==> src/rtl/pipe_pkg.sv <==
// Stage-boundary field widths and packed bundles shared by the core's pipeline registers.
// Callers pack/unpack stage payloads by name; pipe_stage_reg itself treats them as opaque bits.
package pipe_pkg;

  localparam int CTRL_W_IDEX  = 13;
  localparam int DATA_W_IDEX  = 111;
  localparam int CTRL_W_EXMEM = 5;
  localparam int DATA_W_EXMEM = 102;
  localparam int CTRL_W_MEMWB = 2;
  localparam int DATA_W_MEMWB = 69;

  typedef enum logic [1:0] {
    ST_EMPTY = 2'd0,
    ST_ONE   = 2'd1,
    ST_FULL  = 2'd2
  } skid_state_e;

  typedef struct packed {
    logic       reg_write;
    logic       mem_to_reg;
    logic       mem_read;
    logic       mem_write;
    logic       branch;
    logic       reg_dst;
    logic       alu_src;
    logic [5:0] alu_op;
  } idex_ctrl_t;

  typedef struct packed {
    logic [31:0] pc;
    logic [31:0] rd1;
    logic [31:0] rd2;
    logic [4:0]  shamt;
    logic [4:0]  rt;
    logic [4:0]  rd;
  } idex_data_t;

  typedef struct packed {
    logic reg_write;
    logic mem_to_reg;
    logic mem_read;
    logic mem_write;
    logic branch;
  } exmem_ctrl_t;

  typedef struct packed {
    logic [31:0] branch_target;
    logic        zero;
    logic [31:0] alu_result;
    logic [31:0] rd2;
    logic [4:0]  dst;
  } exmem_data_t;

  typedef struct packed {
    logic reg_write;
    logic mem_to_reg;
  } memwb_ctrl_t;

  typedef struct packed {
    logic [31:0] read_data;
    logic [31:0] alu_result;
    logic [4:0]  dst;
  } memwb_data_t;

endpackage

==> src/rtl/pipe_skid_buf.sv <==
// Two-entry (main + skid) stage storage, 1-cycle latency; in_ready is registered and drops only
// when the skid slot is occupied, so out_ready never reaches in_ready combinationally.
module pipe_skid_buf
  import pipe_pkg::*;
#(
  parameter int CTRL_W = 13,
  parameter int DATA_W = 111
) (
  input  logic              clk,
  input  logic              rst,
  input  logic              flush,
  input  logic              in_valid,
  output logic              in_ready,
  input  logic [CTRL_W-1:0] in_ctrl,
  input  logic [DATA_W-1:0] in_data,
  output logic              out_valid,
  input  logic              out_ready,
  output logic [CTRL_W-1:0] out_ctrl,
  output logic [DATA_W-1:0] out_data
);

  skid_state_e       r_state;
  logic              r_in_rdy;
  logic              r_out_vld;
  logic [CTRL_W-1:0] r_main_ctrl;
  logic [DATA_W-1:0] r_main_data;
  logic [CTRL_W-1:0] r_skid_ctrl;
  logic [DATA_W-1:0] r_skid_data;
  logic              w_acc;

  assign w_acc = in_valid & r_in_rdy;

  always_ff @(posedge clk) begin
    if (rst) begin
      r_state     <= ST_EMPTY;
      r_in_rdy    <= 1'b1;
      r_out_vld   <= 1'b0;
      r_main_ctrl <= '0;
      r_main_data <= '0;
      r_skid_ctrl <= '0;
      r_skid_data <= '0;
    end else if (flush) begin
      r_state     <= ST_EMPTY;
      r_in_rdy    <= 1'b1;
      r_out_vld   <= 1'b0;
      r_skid_ctrl <= '0;
    end else begin
      case (r_state)
        ST_EMPTY: begin
          if (w_acc) begin
            r_main_ctrl <= in_ctrl;
            r_main_data <= in_data;
            r_out_vld   <= 1'b1;
            r_state     <= ST_ONE;
          end
        end
        ST_ONE: begin
          if (w_acc && out_ready) begin
            r_main_ctrl <= in_ctrl;
            r_main_data <= in_data;
          end else if (w_acc) begin
            // Downstream stalled: park the new entry behind main and stop accepting.
            r_skid_ctrl <= in_ctrl;
            r_skid_data <= in_data;
            r_in_rdy    <= 1'b0;
            r_state     <= ST_FULL;
          end else if (out_ready) begin
            r_out_vld <= 1'b0;
            r_state   <= ST_EMPTY;
          end
        end
        ST_FULL: begin
          if (out_ready) begin
            r_main_ctrl <= r_skid_ctrl;
            r_main_data <= r_skid_data;
            r_in_rdy    <= 1'b1;
            r_state     <= ST_ONE;
          end
        end
        default: begin
          r_state   <= ST_EMPTY;
          r_in_rdy  <= 1'b1;
          r_out_vld <= 1'b0;
        end
      endcase
    end
  end

  assign in_ready  = r_in_rdy;
  assign out_valid = r_out_vld;
  assign out_ctrl  = r_main_ctrl;
  assign out_data  = r_main_data;

endmodule

==> src/rtl/pipe_stage_reg.sv <==
// Pipeline stage register, 1-cycle latency when empty; SKID=0 gives combinational in_ready,
// SKID=1 a registered in_ready via a 2-entry skid buffer. Bubbles carry zero control.
module pipe_stage_reg
  import pipe_pkg::*;
#(
  parameter int CTRL_W = CTRL_W_IDEX,
  parameter int DATA_W = DATA_W_IDEX,
  parameter int SKID   = 0,
  parameter int CNT_W  = 16
) (
  input  logic              clk,
  input  logic              rst,
  input  logic              flush,
  input  logic              in_valid,
  output logic              in_ready,
  input  logic [CTRL_W-1:0] in_ctrl,
  input  logic [DATA_W-1:0] in_data,
  output logic              out_valid,
  input  logic              out_ready,
  output logic [CTRL_W-1:0] out_ctrl,
  output logic [DATA_W-1:0] out_data,
  output logic [CNT_W-1:0]  stall_cnt
);

  logic              w_out_vld;
  logic              w_in_rdy;
  logic [CTRL_W-1:0] w_out_ctrl;
  logic [DATA_W-1:0] w_out_data;
  logic [CNT_W-1:0]  r_stall_cnt;

  generate
    if (SKID == 0) begin : g_single
      logic              r_vld;
      logic [CTRL_W-1:0] r_ctrl;
      logic [DATA_W-1:0] r_data;
      logic              w_acc;

      assign w_in_rdy = ~r_vld | out_ready;
      assign w_acc    = in_valid & w_in_rdy;

      always_ff @(posedge clk) begin
        if (rst) begin
          r_vld  <= 1'b0;
          r_ctrl <= '0;
          r_data <= '0;
        end else if (flush) begin
          r_vld  <= 1'b0;
          r_ctrl <= '0;
        end else if (w_acc) begin
          r_vld  <= 1'b1;
          r_ctrl <= in_ctrl;
          r_data <= in_data;
        end else if (out_ready) begin
          r_vld <= 1'b0;
        end
      end

      assign w_out_vld  = r_vld;
      assign w_out_ctrl = r_ctrl;
      assign w_out_data = r_data;
    end else begin : g_skid
      pipe_skid_buf #(
        .CTRL_W (CTRL_W),
        .DATA_W (DATA_W)
      ) u_skid (
        .clk       (clk),
        .rst       (rst),
        .flush     (flush),
        .in_valid  (in_valid),
        .in_ready  (w_in_rdy),
        .in_ctrl   (in_ctrl),
        .in_data   (in_data),
        .out_valid (w_out_vld),
        .out_ready (out_ready),
        .out_ctrl  (w_out_ctrl),
        .out_data  (w_out_data)
      );
    end
  endgenerate

  // Saturating so long stalls stay visible instead of wrapping to small values.
  always_ff @(posedge clk) begin
    if (rst) begin
      r_stall_cnt <= '0;
    end else if (!flush && w_out_vld && !out_ready && (r_stall_cnt != {CNT_W{1'b1}})) begin
      r_stall_cnt <= r_stall_cnt + 1'b1;
    end
  end

  assign in_ready  = w_in_rdy;
  assign out_valid = w_out_vld;
  assign out_ctrl  = w_out_vld ? w_out_ctrl : '0;
  assign out_data  = w_out_data;
  assign stall_cnt = r_stall_cnt;

endmodule

==> config.mk <==
export PLATFORM = sky130hd
export DESIGN_NAME = pipe_stage_reg
export DESIGN_NICKNAME = d
export VERILOG_FILES = /design/src/rtl/pipe_pkg.sv /design/src/rtl/pipe_skid_buf.sv /design/src/rtl/pipe_stage_reg.sv
export SDC_FILE = /design/constraint.sdc
export NUM_CORES = 1
export LEC_CHECK = 0
export BUFFER_PORTS_ARGS = -buffer_cell sky130_fd_sc_hd__buf_2
export CORE_MARGIN = 2
export CORE_UTILIZATION = 40
export CTS_CLUSTER_DIAMETER = 50
export DETAILED_ROUTE_END_ITERATION = 10
export GPL_TIMING_DRIVEN = 0
export PLACE_DENSITY = 0.72
export SLEW_MARGIN = 10
export SYNTH_ARGS = -nofsm -noshare
export SYNTH_HDL_FRONTEND = slang
export SYNTH_SLANG_ARGS = --single-unit
export TNS_END_PERCENT = 30
==> constraint.sdc <==
create_clock -name clk -period 2.75 [get_ports clk]
set_clock_uncertainty 0.05 [all_clocks]
set_input_delay 0.4125 -clock clk [delete_from_list [all_inputs] [get_ports clk]]
set_output_delay 0.4125 -clock clk [all_outputs]
set_load 0.02 [all_outputs]
# Word-level counts from Yosys, hierarchy flattened

Cells that the tools add are included.

Add/sub/neg operators: 1
Equality and inequality tests: 1
Mux-type cells: 3
Bitwise gates (word level): 4
Reduce and logical (&&, ||, !) cells: 8

Operators by type and width:

| operator                | number |
|---|---|
| $add A16 B1 Y16 const B | 1 |
| $ne A16 B16 Y1 const B  | 1 |
| $mux W13                | 1 |
| $logic_and A1 B1 Y1     | 3 |
| $logic_not A1 Y1        | 2 |
| $mux W1                 | 2 |
| $not A1 Y1              | 2 |
| $reduce_and A2 Y1       | 1 |
| $reduce_bool A2 Y1      | 1 |
| $reduce_or A2 Y1        | 1 |
| $and A1 B1 Y1           | 1 |
| $or A1 B1 Y1            | 1 |

Register bits: 141
Bits of input ports: 129
Output and inout port bits: 142
Logic and storage cells: 21

# Depth between registers and ports, before layout

Word-level depth: 4
Depth in mapped cells: 7
Depth with buffers taken out: 5

# Worst setup path after synthesis

Ideal clock, no wire load.

Kind: reg2reg
From: reg r_stall_cnt[0] (netlist: stall_cnt[0])
To: reg r_stall_cnt[14] (netlist: stall_cnt[14])
Setup time: 0.123 ns
Data arrival time: 1.663 ns
Required time: 2.577 ns
Path slack: 0.914 ns
Stages on the path, launching flop included: 6
Path buffers: 0
Clock period less this slack: 1.836 ns
Cells stage by stage: dfxtp_1 ha_1 and3_1 o311ai_2 nor4_1 mux2_1

Longest elaborated chain between the ends: 2
Elaborated cells on any way between the ends: 3
Those cells by class: add/sub (1); eq/ne (1); reduce/logical (1)

Ends and longest elaborated chain:

| what                                                    | RTL line             | text |
|---|---|---|
| start: declaration                                      | pipe_stage_reg.sv:29 | `logic [CNT_W-1:0] r_stall_cnt;` |
| start signal: assignment                                | pipe_stage_reg.sv:86 | `r_stall_cnt <= r_stall_cnt + 1'b1;` |
| branches (longest 2 deep; another with $add A16 B1 Y16) | --                   |  |

Several ways; the timed one is not identified.
A chain may end at the register's enable or synchronous reset.

# Worst setup path in the final report

From: reg g_single.r_vld (netlist: out_valid)
To: reg g_single.r_data[44] (netlist: out_data[44])

Longest elaborated chain between the ends: 4

Ends and longest elaborated chain:

| what                        | RTL line             | text |
|---|---|---|
| start: declaration          | pipe_stage_reg.sv:33 | `logic r_vld;` |
| start signal: assignment    | pipe_stage_reg.sv:43 | `r_vld <= 1'b0;` |
| start signal: assignment    | pipe_stage_reg.sv:47 | `r_vld <= 1'b0;` |
| start signal: assignment    | pipe_stage_reg.sv:50 | `r_vld <= 1'b1;` |
| $not A1 Y1                  | pipe_stage_reg.sv:38 | `assign w_in_rdy = ~r_vld \| out_ready;` |
| $or A1 B1 Y1                | pipe_stage_reg.sv:38 |  |
| $and A1 B1 Y1               | pipe_stage_reg.sv:39 | `assign w_acc = in_valid & w_in_rdy;` |
| $reduce_and A2 Y1 (no line) | --                   |  |
| end signal: assignment      | pipe_stage_reg.sv:52 | `r_data <= in_data;` |
| end: declaration            | pipe_stage_reg.sv:35 | `logic [DATA_W-1:0] r_data;` |

Every way passes these cells.

==> results by group <==
STA
  • Fin crit period: 2.018 ns
  • Setup ws final: about 0.73 ns
  • Fin Setup TNS: 0 ns
  • Fmax: around 500 MHz
  • Final Hold Fails: 0
  • Setup violators final: 0
  • Final period util: between 70% and 80%
  • Slew Viols, Final: 0
  • Slew margin rel.: a little over half
  • Worst-margin pin slew: roughly 0.7 ns
  • RSZ-0062 raised after global routing: false

CTS
  • H-tree depth reported by CTS: 4
  • CTS Hold Bufs: 0
  • Sink Count: roughly 140
  • Post-CTS sizing: 0
  • CTS tree: yes
  • CTS Buf Count: 17
  • Bufs on Longest Clock Path: 2
  • Post-CTS Setup Repair Bufs: 0
  • Clk root buf: clkbuf_16
  • Worst-skew pair later-pin latency: 0.41 ns
  • CTS clk-pin slew, worst paths: 0.06 ns

GRT
  • Initial antenna violation count: 0
  • First-pass GRT wire length: ~25000 µm
  • Vias in the first global route: ~5k
  • Gr ovfl total: 0
  • GR Util All Layers: around 22%
  • Largest net degree at the start of global routing: 17

Critical path
  • Largest fanout on the critical path: 10
  • Reg2Reg Setup Slack: 0.73 ns
  • Slowest cell on the critical path: clkbuf_1
  • CP peak stage delay: about 0.49 ns
  • Worst setup EP type: register
  • CP Cell Sequence: and2b_2 > inv_1 > nand3_1 > clkbuf_1 > buf_2 > nand2_1 > a21oi_1
  • Worst EP arrival: approximately 2.3 ns
  • Data required, critical path: 3.03 ns
  • WS Path Type: register to register
  • Worst setup SP type: register

Synthesis
  • Post-Syn Instances: 655
  • Main synth FF type: dfxtp_1
  • Unique cell type count in the Yosys netlist: 38
  • Number of flops mapped to enable cells by yosys: 0
  • Syn Area/Cell: ~8 µm²
  • Synth Warn #: 0
  • Seq/Total Area, Yosys: a little over half
  • Synthesized area: approximately 0.0052 mm²
  • Mapped Nets: around 790
  • Register bit total from synthesis: 141
  • Async S/R FF share, synth: 0%

Outcome
  • Outcome: complete, no violations

Final layout
  • Area growth syn-to-layout: 41.30%
  • Layout cells sized above 1: 34.97%
  • Commonest non-fill, non-tap cell in the layout: buf_2
  • Number of antenna diodes: 0
  • Most frequent cells in the layout: buf_2 (289), nand2_1 (255), dfxtp_1 (141)
  • Final net count: roughly 1.1k

Floorplanning
  • Row cnt: between 40 and 50
  • Starting density of the core: just over 40%
  • Die W: 118.5 µm
  • Die Area: ~0.014 mm²
  • Core area: 0.01272 mm²
  • IO Count: between 200 and 300
  • DIE HEIGHT: 118.5 µm

Min path
  • Worst Hold Class: input port to register

Drt
  • Routed len/inst: 14.06 µm
  • DR DRC count: 0
  • 1st-iter DRT viols: about 280
  • Vias: between 5k and 6k
  • Vias per inst: roughly 4.7
  • DR pass1 iterations: 5
  • Routed WL: about 16000 µm
  • Post-DRT Antenna Nets: 0

Placed design
  • Gp weighted congestion: 0.8292
  • IO Port Bufs: 270
  • HPWL after detailed placement: approximately 12000 µm
  • DP Worst Slack: 0.5193 ns

Power and ir drop
  • Leakage: 3.468 nW
  • VDD IR max: approximately 0.36 mV
  • Areal power density over the cells: about 670 mW/mm²

Flow run
  • Max-cap violations: 0
[routing by layer]
layer  wire (µm)  GRT usage, %  vias to the layer above
li1            -             -                     2734
met1        6860         26.96                     2346
met2        7391         36.85                      202
met3        1287         7.481                       23
met4         308         8.259                        0
met5           0             0                        -
[power breakdown]
part / leakage, nW / switching [mW] / internal, mW
sequential: 1.15 / 0.0383 / 2.13
combinational: 2.03 / 0.323 / 0.188
clock: 0.288 / 0.840 / 1.46
[path summary, 6_finish.rpt]
check | from | end | cells past startpoint
worst min register to register | g_single.r_ctrl[1] | g_single.r_ctrl[1] | 2
worst max register to register | out_valid | out_data[44] | 7
worst max-delay path | out_valid | out_data[44] | 7
worst min-delay path | in_data[107] | out_data[107] | 3
[kinds of logic (layout without fill, tap and decap cells)]
family,after synthesis,count (layout),share of synthesized area [%]
mux,3,3,0.6445
xor+xnor,1,1,0.1671
compound gates,150,150,14.90
fa+ha+maj,1,1,0.2387
flops,141,141,53.86
buf+inv,47,347,4.130
simple gates,312,312,26.07
[synthesized netlist by cell type (4+ instances only)]
library cell	n	area [µm²]
nor2_1	7	26.28
or4_1	6	45.04
dfxtp_1	141	2823
o21ai_0	5	25.02
clkbuf_1	22	82.58
and2_1	10	62.56
nand3_1	4	20.02
buf_2	19	95.09
a21oi_1	137	685.7
or3_1	4	25.02
o31ai_1	6	45.04
nand2_1	255	957.2
[worst max-delay path, delay by kind of cell (launching register included)]
family	cells	cell delay, ns
flops	1	0.41
simple gates	3	0.41
buf+inv	3	0.90
compound gates	1	0.16
[metrics by stage]
step / instances / power (mW) / area, µm² / util [%] / hold WS, ns
floorplan: 655 / 2.484 / 5241 / - / 0.3816
global placement: 1097 / 2.716 / 6808 / 53.51 / 0.3884
detailed placement: 1097 / 2.723 / 6808 / 53.51 / 0.3921
CTS: 1127 / 5.028 / 7406 / 58.21 / 0.1603
global route: 1127 / 5.174 / 7406 / 58.21 / 0.1605
finish: 1127 / 4.980 / 7406 / 58.21 / 0.1787
[state kept, by name, summed over array words and instances (netlist names)]
signal           count
out_data           111
stall_cnt           16
out_valid            1
g_single.r_ctrl     13
[area by class of cell]
type | count | area [µm²]
Fill cell | 1254 | 5316
Tap cell | 172 | 215.2
Timing Repair Buffer | 270 | 1351
Buffer | 44 | 205.2
Clock inverter | 10 | 141.4
Clock buffer | 20 | 456.7
Sequential cell | 141 | 2823
Multi-Input combinational cell | 467 | 2202
Inverter | 3 | 11.26
(Power assumes the default switching activity.)
